## src/rtl/freq_gate_if.sv

```systemverilog
// Handshake bundle between the frequency-measurement sequencer and its controller/readout.
interface freq_gate_if #(
    parameter int unsigned CNT_W = 32
) ();
    logic             start;
    logic             cont;
    logic             abort;
    logic             sig_in;
    logic             result_ack;
    logic             busy;
    logic [CNT_W-1:0] result;
    logic             result_valid;
    logic             overflow;
    logic             overrun;

    // Controller / consumer side
    modport master (
        output start, cont, abort, sig_in, result_ack,
        input  busy, result, result_valid, overflow, overrun
    );

    // Sequencer side
    modport slave (
        input  start, cont, abort, sig_in, result_ack,
        output busy, result, result_valid, overflow, overrun
    );
endinterface

```

## src/rtl/freq_gate_ctrl.sv

```systemverilog
// Frequency-counter measurement sequencer: opens a GATE_CYCLES-long window, counts
// synchronized rising edges of sig_in, and hands the count out with a valid/ack handshake.
module freq_gate_ctrl #(
    parameter int unsigned GATE_CYCLES = 50000000,
    parameter int unsigned CNT_W       = 32
) (
    input logic        clk,
    input logic        rst,
    freq_gate_if.slave bus
);

    localparam int unsigned      TW        = $clog2(GATE_CYCLES);
    localparam logic [TW-1:0]    TimerLast = TW'(GATE_CYCLES - 1);
    localparam logic [CNT_W-1:0] CntMax    = '1;

    typedef enum logic [1:0] {StIdle, StArm, StGate, StLatch} state_e;

    state_e           state_q, state_d;
    logic             s1_q, s2_q, s3_q;
    logic             edge_det;
    logic [TW-1:0]    timer_q, timer_d;
    logic [CNT_W-1:0] cnt_q, cnt_d;
    logic             sat_q, sat_d;
    logic [CNT_W-1:0] result_q, result_d;
    logic             valid_q, valid_d;
    logic             ovf_q, ovf_d;
    logic             ovr_q, ovr_d;

    // Synchronizer plus delay flop; runs in every state so no edge is manufactured at arm time
    always_ff @(posedge clk or posedge rst) begin
        if (rst) begin
            s1_q <= 1'b0;
            s2_q <= 1'b0;
            s3_q <= 1'b0;
        end else begin
            s1_q <= bus.sig_in;
            s2_q <= s1_q;
            s3_q <= s2_q;
        end
    end

    assign edge_det = s2_q & ~s3_q;

    // State, gate timer, edge counter and result registers
    always_ff @(posedge clk or posedge rst) begin
        if (rst) begin
            state_q  <= StIdle;
            timer_q  <= '0;
            cnt_q    <= '0;
            sat_q    <= 1'b0;
            result_q <= '0;
            valid_q  <= 1'b0;
            ovf_q    <= 1'b0;
            ovr_q    <= 1'b0;
        end else begin
            state_q  <= state_d;
            timer_q  <= timer_d;
            cnt_q    <= cnt_d;
            sat_q    <= sat_d;
            result_q <= result_d;
            valid_q  <= valid_d;
            ovf_q    <= ovf_d;
            ovr_q    <= ovr_d;
        end
    end

    // Next-state: sequencing, saturating edge count, latch and handshake bookkeeping
    always_comb begin
        state_d  = state_q;
        timer_d  = timer_q;
        cnt_d    = cnt_q;
        sat_d    = sat_q;
        result_d = result_q;
        valid_d  = valid_q;
        ovf_d    = ovf_q;
        ovr_d    = ovr_q;

        // Ack only acts on a pending result; a same-cycle latch below re-asserts valid
        if (bus.result_ack && valid_q) begin
            valid_d = 1'b0;
            ovr_d   = 1'b0;
        end

        unique case (state_q)
            StIdle: begin
                if ((bus.start || bus.cont) && !bus.abort) begin
                    state_d = StArm;
                end
            end
            StArm: begin
                timer_d = '0;
                cnt_d   = '0;
                sat_d   = 1'b0;
                state_d = StGate;
            end
            StGate: begin
                timer_d = timer_q + 1'b1;
                if (edge_det) begin
                    if (cnt_q == CntMax) begin
                        sat_d = 1'b1;
                    end else begin
                        cnt_d = cnt_q + 1'b1;
                    end
                end
                if (timer_q == TimerLast) begin
                    state_d = StLatch;
                end
            end
            StLatch: begin
                // Abort wins over the load: the finished count is dropped
                if (!bus.abort) begin
                    result_d = cnt_q;
                    ovf_d    = sat_q;
                    valid_d  = 1'b1;
                    if (valid_q && !bus.result_ack) begin
                        ovr_d = 1'b1;
                    end
                end
                state_d = bus.cont ? StArm : StIdle;
            end
            default: state_d = StIdle;
        endcase

        if (bus.abort && (state_q != StIdle)) begin
            state_d = StIdle;
        end
    end

    assign bus.busy         = (state_q != StIdle);
    assign bus.result       = result_q;
    assign bus.result_valid = valid_q;
    assign bus.overflow     = ovf_q;
    assign bus.overrun      = ovr_q;

endmodule

```

## src/flat_wrapper.sv

```systemverilog
// flat-port wrapper written by rule: the top's interface ports become plain ports
module freq_gate_ctrl_flat 
#(
    parameter int unsigned GATE_CYCLES = 50000000,
    parameter int unsigned CNT_W       = 32
)
  (clk, rst, bus_start, bus_cont, bus_abort, bus_sig_in, bus_result_ack, bus_busy, bus_result, bus_result_valid, bus_overflow, bus_overrun);
  freq_gate_if #(.CNT_W(CNT_W)) bus_i ();
  input logic clk;
  input logic rst;
  input wire logic [$bits(bus_i.start)-1:0] bus_start;
  input wire logic [$bits(bus_i.cont)-1:0] bus_cont;
  input wire logic [$bits(bus_i.abort)-1:0] bus_abort;
  input wire logic [$bits(bus_i.sig_in)-1:0] bus_sig_in;
  input wire logic [$bits(bus_i.result_ack)-1:0] bus_result_ack;
  output wire logic [$bits(bus_i.busy)-1:0] bus_busy;
  output wire logic [$bits(bus_i.result)-1:0] bus_result;
  output wire logic [$bits(bus_i.result_valid)-1:0] bus_result_valid;
  output wire logic [$bits(bus_i.overflow)-1:0] bus_overflow;
  output wire logic [$bits(bus_i.overrun)-1:0] bus_overrun;
  assign bus_i.start = bus_start;
  assign bus_i.cont = bus_cont;
  assign bus_i.abort = bus_abort;
  assign bus_i.sig_in = bus_sig_in;
  assign bus_i.result_ack = bus_result_ack;
  assign bus_busy = bus_i.busy;
  assign bus_result = bus_i.result;
  assign bus_result_valid = bus_i.result_valid;
  assign bus_overflow = bus_i.overflow;
  assign bus_overrun = bus_i.overrun;
  freq_gate_ctrl #(.GATE_CYCLES(GATE_CYCLES), .CNT_W(CNT_W)) u_core (.clk(clk), .rst(rst), .bus(bus_i));
endmodule
```

## config.mk

```make
export PLATFORM = sky130hd
export DESIGN_NAME = freq_gate_ctrl_flat
export DESIGN_NICKNAME = d
export VERILOG_FILES = /design/src/rtl/freq_gate_if.sv /design/src/rtl/freq_gate_ctrl.sv /design/src/flat_wrapper.sv
export SDC_FILE = /design/constraint.sdc
export NUM_CORES = 1
export LEC_CHECK = 0
export ABC_AREA = 0
export CELL_PAD_IN_SITES_DETAIL_PLACEMENT = 0
export CELL_PAD_IN_SITES_GLOBAL_PLACEMENT = 1
export CORE_MARGIN = 4
export CORE_UTILIZATION = 47
export CTS_BUF_LIST = sky130_fd_sc_hd__clkbuf_8
export DETAILED_ROUTE_END_ITERATION = 6
export HOLD_SLACK_MARGIN = 0.12
export PLACE_DENSITY_LB_ADDON = 0.1
export RECOVER_POWER = 50
export SLEW_MARGIN = 10
export SYNTH_ARGS = -nofsm -noshare
export SYNTH_HDL_FRONTEND = slang
export SYNTH_SLANG_ARGS = --single-unit
export TNS_END_PERCENT = 10
```

## constraint.sdc

```tcl
create_clock -name clk -period 3.64 [get_ports clk]
set_clock_uncertainty 0.1 [all_clocks]
set_input_delay 0.546 -clock clk [delete_from_list [all_inputs] [get_ports clk]]
set_output_delay 0.546 -clock clk [all_outputs]
set_load 0.02 [all_outputs]
```

# Word-level counts from Yosys, hierarchy flattened
# Index checks and enable logic that the tools add are counted.
[classes] add_sub_neg=2 n_eq_ne=10 mux=19 bitwise_logic=3 reduce_logical=14
[op_table] cell="$mux 32" count=2
[op_table] cell="$pmux 32 s2" count=1
[op_table] cell="$pmux 26 s2" count=1
[op_table] cell="$add 32x1->32 const B" count=1
[op_table] cell="$eq 32x32->1 const B" count=1
[op_table] cell="$add 26x1->26 const B" count=1
[op_table] cell="$eq 26x26->1 const B" count=1
[op_table] cell="$mux 1" count=10
[op_table] cell="$pmux 2 s4" count=1
[op_table] cell="$mux 2" count=3
[op_table] cell="$ne 3x1->1 const B" count=2
[op_table] cell="$reduce_and 3->1" count=2
[op_table] cell="$eq 2x2->1 const B" count=2
[op_table] cell="$logic_and 1x1->1" count=4
[op_table] cell="$ne 2x1->1 const B" count=2
[op_table] cell="$reduce_and 2->1" count=2
[op_table] cell="$reduce_bool 2->1" count=2
[op_table] cell="$eq 2x1->1 const B" count=1
[op_table] cell="$logic_not 1->1" count=2
[op_table] cell="$logic_not 2->1" count=1
[op_table] cell="$ne 2x2->1 const B" count=1
[op_table] cell="$not 1->1" count=2
[op_table] cell="$pmux 1 s2" count=1
[op_table] cell="$and 1x1->1" count=1
[op_table] cell="$logic_or 1x1->1" count=1
[totals] ff_bits=99 in_bits=7 output_inout_bits=36 wordCells=59

# Logic depth before layout (Yosys ltp)
# Gate-level depths: netlist of the first run.
[depth] depth_word=5 mapped_depth=9 depth_no_buf=7

# Least setup slack after synthesis of the first run
# No wires, ideal clock.
[synth_timing] path_kind="reg2reg" from="reg u_core.state_q[0]" to="reg u_core.timer_q[25]" setup_time_ps=132 t_arrival_ps=1935 required_time_ps=3408 path_slack_ps=1473 stages_incl_launch_ff=9 n_path_buf=1 period_less_slack_ps=2167 path_cell_list="dfrtp_1 -> inv_1 -> ha_1 -> nand3_1 -> or4_1 -> buf_2 -> nor4_2 -> xnor2_1 -> nor2_1"
[synth_via] elab_chain_len=2 word_cells_on_any_way=4 cone_classes="eq/ne (2); mux (1); reduce/logical (1)"
[synth_rtl] element="start, declared" line="freq_gate_ctrl.sv:18" rtl="state_e state_q, state_d;"
[synth_rtl] element="start signal, assigned" line="freq_gate_ctrl.sv:47" rtl="state_q <= StIdle;"
[synth_rtl] element="start signal, assigned" line="freq_gate_ctrl.sv:56" rtl="state_q <= state_d;"
[synth_rtl] element="$eq 2x2->1 / $eq 2x1->1 (equally long branches)" line="freq_gate_ctrl.sv:84" rtl="unique case (state_q)"
[synth_rtl] element="$pmux 26 s2 / $reduce_bool 2->1 (equally long branches)"
[synth_rtl] element="end signal, assigned" line="freq_gate_ctrl.sv:57" rtl="timer_q <= timer_d;"
[synth_rtl] element="end, declared" line="freq_gate_ctrl.sv:21" rtl="logic [TW-1:0] timer_q, timer_d;"
# Several ways; a longest one is shown, not always the timed one.
# A chain may end at the register's enable or synchronous reset.

# Worst setup path after layout of the first run
[layout_timing] from="reg u_core.state_q[0]" to="reg u_core.cnt_q[3]"
[layout_via] elab_chain_len=3 word_cells_on_any_way=7 cone_classes="eq/ne (4); mux (1); reduce/logical (2)"
[layout_rtl] element="$eq 2x2->1 / $eq 2x1->1 (equally long branches)" line="freq_gate_ctrl.sv:84"
[layout_rtl] element="$ne 2x2->1 (no line) (tied with other cells)"
[layout_rtl] element="$reduce_and 3->1 (no line)"
[layout_rtl] element="end signal, assigned" line="freq_gate_ctrl.sv:58" rtl="cnt_q <= cnt_d;"
[layout_rtl] element="end, declared" line="freq_gate_ctrl.sv:22" rtl="logic [CNT_W-1:0] cnt_q, cnt_d;"
# Several ways; a longest one is shown, not always the timed one.

==> results of run 1 <==
==> cells by family after synthesis <==
family / Yosys count / share of synthesized area
buf+inv: 36 / 0.0368
simple gates: 192 / 0.221
xor+xnor: 18 / 0.0317
flops: 99 / 0.499
mux: 37 / 0.0829
fa+ha+maj: 5 / 0.0126
compound gates: 85 / 0.116
==> Yosys cell counts, drive strengths merged, types with 3 or more instances <==
library cell,instances
nor2b,4
nand2,42
mux2,33
xnor2,14
o31ai,6
a31oi,16
a21o,3
o21ai,16
or4,3
mux2i,4
a211o,10
a22o,3
inv,15
and3,10
clkbuf,12
a21oi,16
and2,3
and4,3
nand3,24
dfrtp,99
nand4,19
ha,5
buf,9
nor2,35
or3,5
or4b,3
nor3,16
nor4,18
xor2,4
==> sequential cells by signal, summed over array words and instances (netlist names), named ones only <==
register / cells
u_core.timer_q: 26
u_core.bus.result: 32
u_core.bus.result_valid: 1
u_core.sat_q: 1
u_core.state_q: 2
u_core.cnt_q: 32
u_core.bus.overflow: 1
u_core.s1_q: 1
u_core.s3_q: 1
u_core.s2_q: 1
==> worst paths after layout <==
check	slack, ns	to	depth (start not counted)
min	0.26	u_core.s2_q$_DFF_PP0_	0
max reg2reg	0.83	u_core.cnt_q[3]$_DFFE_PP0P_	7
max	0.83	u_core.cnt_q[3]$_DFFE_PP0P_	7
min in group asynchronous	1.11	u_core.bus.result[28]$_DFFE_PP0P_	2
max in group asynchronous	1.30	u_core.timer_q[13]$_DFFE_PP0P_	3
min reg2reg	0.26	u_core.s2_q$_DFF_PP0_	0
==> cell type report <==
cell class | instances | share of cell area
Sequential cell | 99 | 0.433
Multi-Input combinational cell | 337 | 0.403
Timing Repair Buffer | 50 | 0.0878
Tap cell | 136 | 0.0298
Clock buffer | 11 | 0.0265
Inverter | 15 | 0.0101
Clock inverter | 5 | 0.00919
==> metal layers <==
layer | vias to the layer above | GRT usage | wire, um
li1 | 1815 | - | -
met1 | 1869 | 0.249 | 5020
met2 | 55 | 0.314 | 5330
met3 | 10 | 0.0519 | 384
met4 | 0 | 0.0501 | 140
met5 | - | 0 | 0
==> metrics by stage <==
stage | worst slack, ns | total power, W | instance area, um^2
floorplan | 0.404 | 0.00164 | 4970
global placement | 1.24 | 0.00186 | 5530
detailed placement | 1.14 | 0.00187 | 5530
CTS | 1.11 | 0.00260 | 5730
global route | 0.598 | 0.00271 | 5720
finish | 0.828 | 0.00256 | 5720
==> where the power goes <==
group / internal [W] / leakage [nW] / switching (W)
combinational: 0.000209 / 1.03 / 0.000463
sequential: 0.00113 / 1.37 / 0.0000293
clock: 0.000352 / 0.110 / 0.000378
==> worst max-delay path, cell delays in order, from the launching register on <==
cell and delay, ns:
dfrtp_1 0.42, inv_1 0.09, ha_1 0.43, clkbuf_1 0.60
nand3_1 0.22, a21o_2 0.39, or3_1 0.38, o211ai_1 0.10
==> flow_metrics.py, run 1 <==
metrics = {
    "synth": {
        "synth-seq-area-share": 0.499,
        "syn-num-nets": 484,
        "synth-edff-count": 0,
        "yosysTopAreaCellShare": 0.499,
        "synth_seq_cells": 99,
        "synth_cell_types": 61,
        "ys_warn_count": 0,
        "synth_area_leaders": "dfrtp_1 50%, mux2_2 7.5%, nand2_1 3.2%",
        "yosys.area.top_type": "dfrtp_1",
        "postSynthAreaPerCell_um2": 10.5,
        "synthFlopType": "dfrtp_1",
        "synthCells": 472,
        "async_flop_share": 1.00,
        "synth_area_um2": 4970,
    },
    "drt": {
        "vias": 3749,
        "ant_nets": 0,
        "dr.pass1.iters": 5,
        "routed_via_density": 5.74,
        "drc_errors": 0,
        "post_drt_wl_per_cell_um": 16.7,
        "routed_wl_um": 10900,
        "drt_iter0_drc": 192,
    },
    "placement": {
        "gp_congestion": 0.839,
        "hpwl_um": 7480,
        "port_buffers": 42,
        "dp.cells": 637,
    },
    "clock_network": {
        "post_cts_resized": 0,
        "htreeDepth": 3,
        "clkTransAtPathRegs_ns": 0.09,
        "worstSkewPairLatency_ns": 0.38,
        "hold_buffers": 0,
        "clock-sinks": 99,
        "cts_setup_buffers": 0,
        "cts_buffers": 9,
        "clockBufferDepth": 2,
        "cts-root-buf": "clkbuf_8",
        "cts_tree": "built",
    },
    "power_and_ir_drop": {
        "powerDensity_nw_per_um2": 448,
        "p_leak_nw": 2.52,
        "peakVddDrop_v": 0.000324,
    },
    "worst_setup_path": {
        "crit_required_ns": 3.83,
        "worstSetupPathType": "reg2reg",
        "critPathArrivalTime_ns": 3.01,
        "cp-startpoint": "u_core.state_q[0]$_DFFE_PP0P_",
        "timing.rr.start": "u_core.state_q[0]$_DFFE_PP0P_",
        "startpoint_type": "flip-flop",
        "end_kind": "flip-flop",
        "critical_path.max_fanout": 18,
    },
    "cells_and_area": {
        "final_common_cell": "dfrtp_1",
        "layout.nets": 524,
        "layout.cells.non_filler": 653,
        "fillCellCount": 939,
        "utilization": 0.554,
        "n_antenna_cell": 0,
        "drive_above_1_share": 0.157,
        "layout_common_cells": "99 x dfrtp_1, 42 x nand2_1, 39 x clkdlybuf4s50_1",
        "multiInputGateArea_um2": 2310,
        "area_delta_synth_final_pct": 15.1,
        "regArea_um2": 2480,
    },
    "timing": {
        "setup_tns_ns": 0,
        "final_max_slew_viol_count": 48,
        "fmax_mhz": 356,
        "finalHoldViolCount": 0,
        "rsz0062_at_grt": "false",
        "setup_violations": 0,
        "worst_pin_slew_ns": 2.19,
        "timing.hold.ws_ns": 0.259,
        "post-route-min-period_ns": 2.81,
        "finalCritPeriodShare": 0.773,
        "slew_headroom": -0.471,
    },
    "run_status": {
        "violations": "capacitance limit, slew limit",
        "status": "finished with violations",
    },
    "grt": {
        "grt-ovfl-total": 0,
        "first_global_vias": 3825,
        "globalRouteTotalUtil": 0.191,
        "grt_pass1_wl_um": 19300,
        "grt_max_degree": 53,
        "antenna_found_initial": 0,
    },
    "floorplanning": {
        "die_area_um2": 12300,
        "rows": 37,
        "core_area_um2": 10300,
        "initial_core_util": 0.481,
        "die_h_um": 111,
        "die_w_um": 111,
        "num_io_pins": 43,
    },
    "hold_path": {
        "hp-class": "reg2reg",
        "min-delay-start": "u_core.s1_q$_DFF_PP0_",
    },
    "run": {
        "drv_cap": 1,
    },
}
(Power assumes the default switching activity.)
==> run 2, diff against run 1 <==
--- a/config.mk
+++ b/config.mk
@@ -9,7 +9,7 @@
 export CELL_PAD_IN_SITES_DETAIL_PLACEMENT = 0
 export CELL_PAD_IN_SITES_GLOBAL_PLACEMENT = 1
 export CORE_MARGIN = 4
-export CORE_UTILIZATION = 47
+export CORE_UTILIZATION = 43
 export CTS_BUF_LIST = sky130_fd_sc_hd__clkbuf_8
 export DETAILED_ROUTE_END_ITERATION = 6
 export HOLD_SLACK_MARGIN = 0.12
==> constraint.sdc (replaced) <==
create_clock -name clk -period 2.38 [get_ports clk]
set_clock_uncertainty 0.1 [all_clocks]
set_input_delay 0.357 -clock clk [delete_from_list [all_inputs] [get_ports clk]]
set_output_delay 0.357 -clock clk [all_outputs]
set_load 0.02 [all_outputs]
==> run 2 against run 1 <==
Net effect:
- the flow now finishes without violations
- worst hold slack better by 0.0026 ns
- critical path depth down 3
- non-clock buffer count up 18
- first-iteration DRC count up 11%
- sequential share of layout area down 0.78 points
- clock power up 35%
- power up 50%
- register-to-register slack worse by 0.70 ns
- largest power group unchanged
==> flow_metrics.py, run 2 (synthesis results as in run 1) <==
metrics = {
    "worst_setup_path": {
        "max_stage_delay_ns": 0.61,
        "crit_buf_inv": 3,
        "cp_top_family": "buffers and inverters",
        "critPathArrivalTime_ns": 1.82,
        "crit_required_ns": 1.92,
        "end_kind": "primary output",
        "startpoint_type": "flip-flop",
        "critical_path.max_fanout": 5,
        "worstSetupPathType": "reg2out",
        "crit_path_cell_trace": "inv_1, ha_1, inv_1, clkdlybuf4s50_1",
        "critical_path.most_common_cell": "inv_1",
        "reg2reg_slack_ns": 0.13,
        "cpMaxStageDelayCell": "clkdlybuf4s50_1",
    },
    "timing": {
        "post-route-min-period_ns": 2.27,
        "rsz0062_at_grt": "true",
        "worst_pin_slew_ns": 1.02,
        "finalCritPeriodShare": 0.956,
        "setup_violations": 0,
        "timing.hold.ws_ns": 0.262,
        "finalHoldViolCount": 0,
        "fmax_mhz": 440,
        "setup_tns_ns": 0,
        "final_max_slew_viol_count": 0,
        "slew_headroom": 0.314,
    },
    "clock_network": {
        "cts_tree": "built",
        "worstSkewPairLatency_ns": 0.37,
        "cts_buffers": 9,
        "cts_setup_buffers": 0,
        "clock-sinks": 99,
        "clkTransAtPathRegs_ns": 0.09,
        "hold_buffers": 0,
        "htreeDepth": 3,
        "cts-root-buf": "clkbuf_8",
        "clockBufferDepth": 2,
    },
    "hold_path": {
        "hp-class": "reg2reg",
    },
    "cells_and_area": {
        "n_antenna_cell": 0,
        "fin_area_um2": 5820,
        "final_common_cell": "dfrtp_1",
        "layout.nets": 542,
        "drive_above_1_share": 0.181,
        "area_delta_synth_final_pct": 17.2,
        "layout_common_cells": "99 x dfrtp_1, 42 x nand2_1, 40 x clkdlybuf4s50_1",
    },
    "floorplanning": {
        "rows": 38,
        "die_h_um": 115,
        "die_w_um": 115,
        "core_area_um2": 11100,
        "num_io_pins": 43,
        "initial_core_util": 0.448,
        "die_area_um2": 13300,
    },
    "grt": {
        "globalRouteTotalUtil": 0.190,
        "grt_pass1_wl_um": 20100,
        "first_global_vias": 3939,
        "antenna_found_initial": 0,
        "grt_max_degree": 40,
        "grt-ovfl-total": 0,
    },
    "drt": {
        "ant_nets": 0,
        "drc_errors": 0,
        "drt_iter0_drc": 214,
        "post_drt_wl_per_cell_um": 16.9,
        "routed_via_density": 5.68,
        "routed_wl_um": 11400,
        "vias": 3837,
        "dr.pass1.iters": 4,
    },
    "placement": {
        "place_area_um2": 5690,
        "port_buffers": 42,
        "hpwl_um": 8060,
        "gp_congestion": 0.799,
    },
    "power_and_ir_drop": {
        "p_total_w": 0.00383,
        "peakVddDrop_v": 0.000486,
        "p_leak_nw": 2.60,
        "powerDensity_nw_per_um2": 658,
    },
    "run_status": {
        "status": "finished, final reports clean",
    },
    "run": {
        "drv_cap": 0,
    },
}
-- run 2: changes by cell type in the layout (fill, tap and decap cells not counted), sizes merged --
cell	change
buf	+15
clkbuf	+3
clkinv	-3
inv	+3
bufinv	-1
clkdlybuf4s50	+1
clkinvlp	+1
dlygate4sd3	-1
-- run 2: through the flow --
step,instances,utilization,setup WS [ns]
2_1_floorplan,472,-,0.213
6_report,675,0.526,0.106
4_1_cts,675,0.529,0.0540
3_3_place_gp,659,0.514,0.115
3_5_place_dp,659,0.514,0.0676
5_1_grt,675,0.526,-0.0381
-- run 2: worst paths after layout --
check | cells after the start | start | end
setup / recovery | 4 | u_core.state_q[0]$_DFFE_PP0P_ | bus_busy
hold / removal | 0 | u_core.s1_q$_DFF_PP0_ | u_core.s2_q$_DFF_PP0_
setup reg to reg | 5 | u_core.cnt_q[9]$_DFFE_PP0P_ | u_core.cnt_q[27]$_DFFE_PP0P_
hold reg to reg | 0 | u_core.s1_q$_DFF_PP0_ | u_core.s2_q$_DFF_PP0_
max in group asynchronous | 3 | rst | u_core.cnt_q[14]$_DFFE_PP0P_
min in group asynchronous | 2 | rst | u_core.timer_q[10]$_DFFE_PP0P_
-- run 2: routing by layer --
metal | up-vias | track usage | share of wire
met5 | - | 0 | 0
met4 | 0 | 0.0743 | 0.019
met3 | 15 | 0.0339 | 0.033
met2 | 69 | 0.293 | 0.45
met1 | 1894 | 0.267 | 0.49
li1 | 1859 | - | -
-- run 2: cell type report --
type,instances,area (um^2)
Clock buffer,11,151
Inverter,15,57.6
Sequential cell,99,2480
Clock inverter,5,22.5
Fill cell,1053,5260
Multi-Input combinational cell,337,2320
Tap cell,140,175
Timing Repair Buffer,68,622
-- run 2: what timing repair did --
action / in CTS / in global routing
endpoints found under the setup margin: 0 / 14
resized for setup: 0 / 2
hold endpoints to repair: 0 / 0
-- run 2: power by group --
| part | internal [W] | switching [W] | total, W | leakage, nW |
|---|---|---|---|---|
| clock | 0.000423 | 0.000560 | 0.000984 | 0.101 |
| sequential | 0.00173 | 0.0000468 | 0.00177 | 1.37 |
| combinational | 0.000362 | 0.000711 | 0.00107 | 1.12 |
| total | 0.00251 | 0.00132 | 0.00383 | 2.60 |
-- run 2: worst reg2reg max path: cells and delay by family (launching register included) --
kind	cells	cell delay [ns]
compound gates	2	0.39
flops	1	0.50
simple gates	3	1.15
==> run 3, diff against run 2 <==
--- a/config.mk
+++ b/config.mk
@@ -12,6 +12,7 @@
 export CORE_UTILIZATION = 43
 export CTS_BUF_LIST = sky130_fd_sc_hd__clkbuf_8
 export DETAILED_ROUTE_END_ITERATION = 6
+export GPL_TIMING_DRIVEN = 0
 export HOLD_SLACK_MARGIN = 0.12
 export PLACE_DENSITY_LB_ADDON = 0.1
 export RECOVER_POWER = 50
==> run 3 against run 2 <==
Net effect:
- combinational power grew 7%
- clock power grew 7%
- critical path depth up 4
- worst setup slack got worse by 0.10 ns
- cell area about the same
- sequential cell count unchanged
- sequential power barely moved
- clock-buffer cell count down 1
- first-iteration DRC count increased by 20%
- power increased by 3.8%
- largest cell class unchanged
==> flow_metrics.py, run 3 (synthesis results as in run 1) <==
metrics = {
    "timing": {
        "post-route-min-period_ns": 2.37,
        "setup_violations": 0,
        "rsz0062_at_grt": "true",
        "fmax_mhz": 421,
        "final_max_slew_viol_count": 0,
        "finalHoldViolCount": 0,
        "worst_pin_slew_ns": 1.32,
        "timing.hold.ws_ns": 0.271,
        "finalCritPeriodShare": 0.998,
        "final.setup.worst_slack_ns": 0.00540,
        "slew_headroom": 0.115,
    },
    "grt": {
        "grt_max_degree": 38,
        "grt-ovfl-total": 0,
        "first_global_vias": 3868,
        "antenna_found_initial": 0,
        "grt_pass1_wl_um": 20700,
        "globalRouteTotalUtil": 0.197,
    },
    "worst_setup_path": {
        "end_kind": "flip-flop",
        "crit_required_ns": 2.54,
        "critPathArrivalTime_ns": 2.53,
        "startpoint_type": "flip-flop",
        "worstSetupPathType": "reg2reg",
        "reg2reg_slack_ns": 0.005,
        "critical_path.max_fanout": 10,
    },
    "cells_and_area": {
        "drive_above_1_share": 0.190,
        "layout.nets": 539,
        "layout_common_cells": "94 x dfrtp_1, 42 x nand2_1, 38 x clkdlybuf4s50_1",
        "layout.cells.non_filler": 672,
        "final_common_cell": "dfrtp_1",
        "area_delta_synth_final_pct": 17.3,
        "n_antenna_cell": 0,
    },
    "run": {
        "drv_cap": 0,
    },
    "floorplanning": {
        "die_area_um2": 13300,
        "rows": 38,
        "num_io_pins": 43,
        "core_area_um2": 11100,
        "initial_core_util": 0.448,
        "die_h_um": 115,
        "die_w_um": 115,
    },
    "drt": {
        "vias": 3909,
        "routed_wl_um": 12100,
        "dr.pass1.iters": 4,
        "ant_nets": 0,
        "post_drt_wl_per_cell_um": 18.0,
        "drt_iter0_drc": 256,
        "drc_errors": 0,
        "routed_via_density": 5.82,
    },
    "placement": {
        "hpwl_um": 8330,
        "dp_worst_setup_slack_ns": -0.291,
        "gp_congestion": 0.827,
        "port_buffers": 42,
        "dp.cells": 656,
    },
    "clock_network": {
        "worstSkewPairLatency_ns": 0.39,
        "cts-root-buf": "clkbuf_8",
        "htreeDepth": 3,
        "cts_setup_buffers": 0,
        "clkTransAtPathRegs_ns": 0.09,
        "cts_buffers": 9,
        "clockBufferDepth": 2,
        "clock-sinks": 99,
        "cts_tree": "built",
    },
    "power_and_ir_drop": {
        "peakVddDrop_v": 0.000510,
        "powerDensity_nw_per_um2": 682,
        "p_total_w": 0.00398,
        "p_leak_nw": 2.56,
    },
    "run_status": {
        "status": "finished, final reports clean",
    },
    "hold_path": {
        "hp-class": "reg2reg",
    },
}
-- run 3: cell count changes in the layout (fill, tap and decap cells not counted), sizes merged --
cell           previous run  this run
clkbuf                   15        26
inv                      18        17
clkinv                    0         1
dlygate4sd3               2         4
clkdlybuf4s50            40        38
clkinvlp                  2         3
buf                      22         7
-- run 3: per-stage QoR --
stage                     cell area, um^2  setup TNS, ns  utilization
final                                5830              0        0.526
after global routing                 5830         -0.800        0.526
after CTS                            5820        -0.0315        0.525
after detailed placement             5610         -10.71        0.506
after global placement               5570         -42.90        0.502
after floorplan                      4970              0            -
-- run 3: final cells by class --
| class | instances | area, um^2 |
|---|---|---|
| fillers | 1034 | 5250 |
| flip-flops and latches | 99 | 2480 |
| multi-input cells | 337 | 2360 |
| repair buffers | 44 | 435 |
| well taps | 140 | 175 |
| clock buffers | 10 | 138 |
| plain buffers | 21 | 135 |
| inverters | 15 | 57.6 |
| clock inverters | 6 | 46.3 |
-- run 3: worst paths after layout --
check                      cells past startpoint                     startpoint                              to
setup / recovery                               8  u_core.state_q[0]$_DFFE_PP0P_  u_core.timer_q[25]$_DFFE_PP0P_
hold / removal                                 0          u_core.s1_q$_DFF_PP0_           u_core.s2_q$_DFF_PP0_
setup reg to reg                               8  u_core.state_q[0]$_DFFE_PP0P_  u_core.timer_q[25]$_DFFE_PP0P_
hold reg to reg                                0          u_core.s1_q$_DFF_PP0_           u_core.s2_q$_DFF_PP0_
max in group asynchronous                      3                            rst    u_core.cnt_q[19]$_DFFE_PP0P_
min in group asynchronous                      2                            rst    u_core.cnt_q[24]$_DFFE_PP0P_
-- run 3: where the power goes --
part	leakage, nW	switching [W]	total [W]	internal, W
combinational	1.10	0.000794	0.00115	0.000361
sequential	1.36	0.0000454	0.00177	0.00173
clock	0.0897	0.000630	0.00105	0.000418
total	2.56	0.00147	0.00398	0.00251
-- run 3: repair_timing --
action                                  4_1_cts  5_1_grt
hold buffers                                  0        0
gates resized for setup                       6       17
endpoints found under the setup margin       36       51
endpoints found under the hold margin         0        0
pin swaps                                     1        2
-- run 3: critical path: stages (launching register included) --
cell     delay [ns]
dfrtp_1        0.42
inv_1          0.11
ha_4           0.34
nand3_1        0.10
or4_1          0.43
buf_2          0.22
nor4_2         0.33
xnor2_1        0.15
nor2_1         0.05
-- run 3: per-layer routing --
metal	global-route usage	share of wire	wire length, um
met1	0.286	0.49	5940
met2	0.297	0.45	5410
met3	0.0507	0.051	618
met4	0.0454	0.0086	104
met5	0	0	0
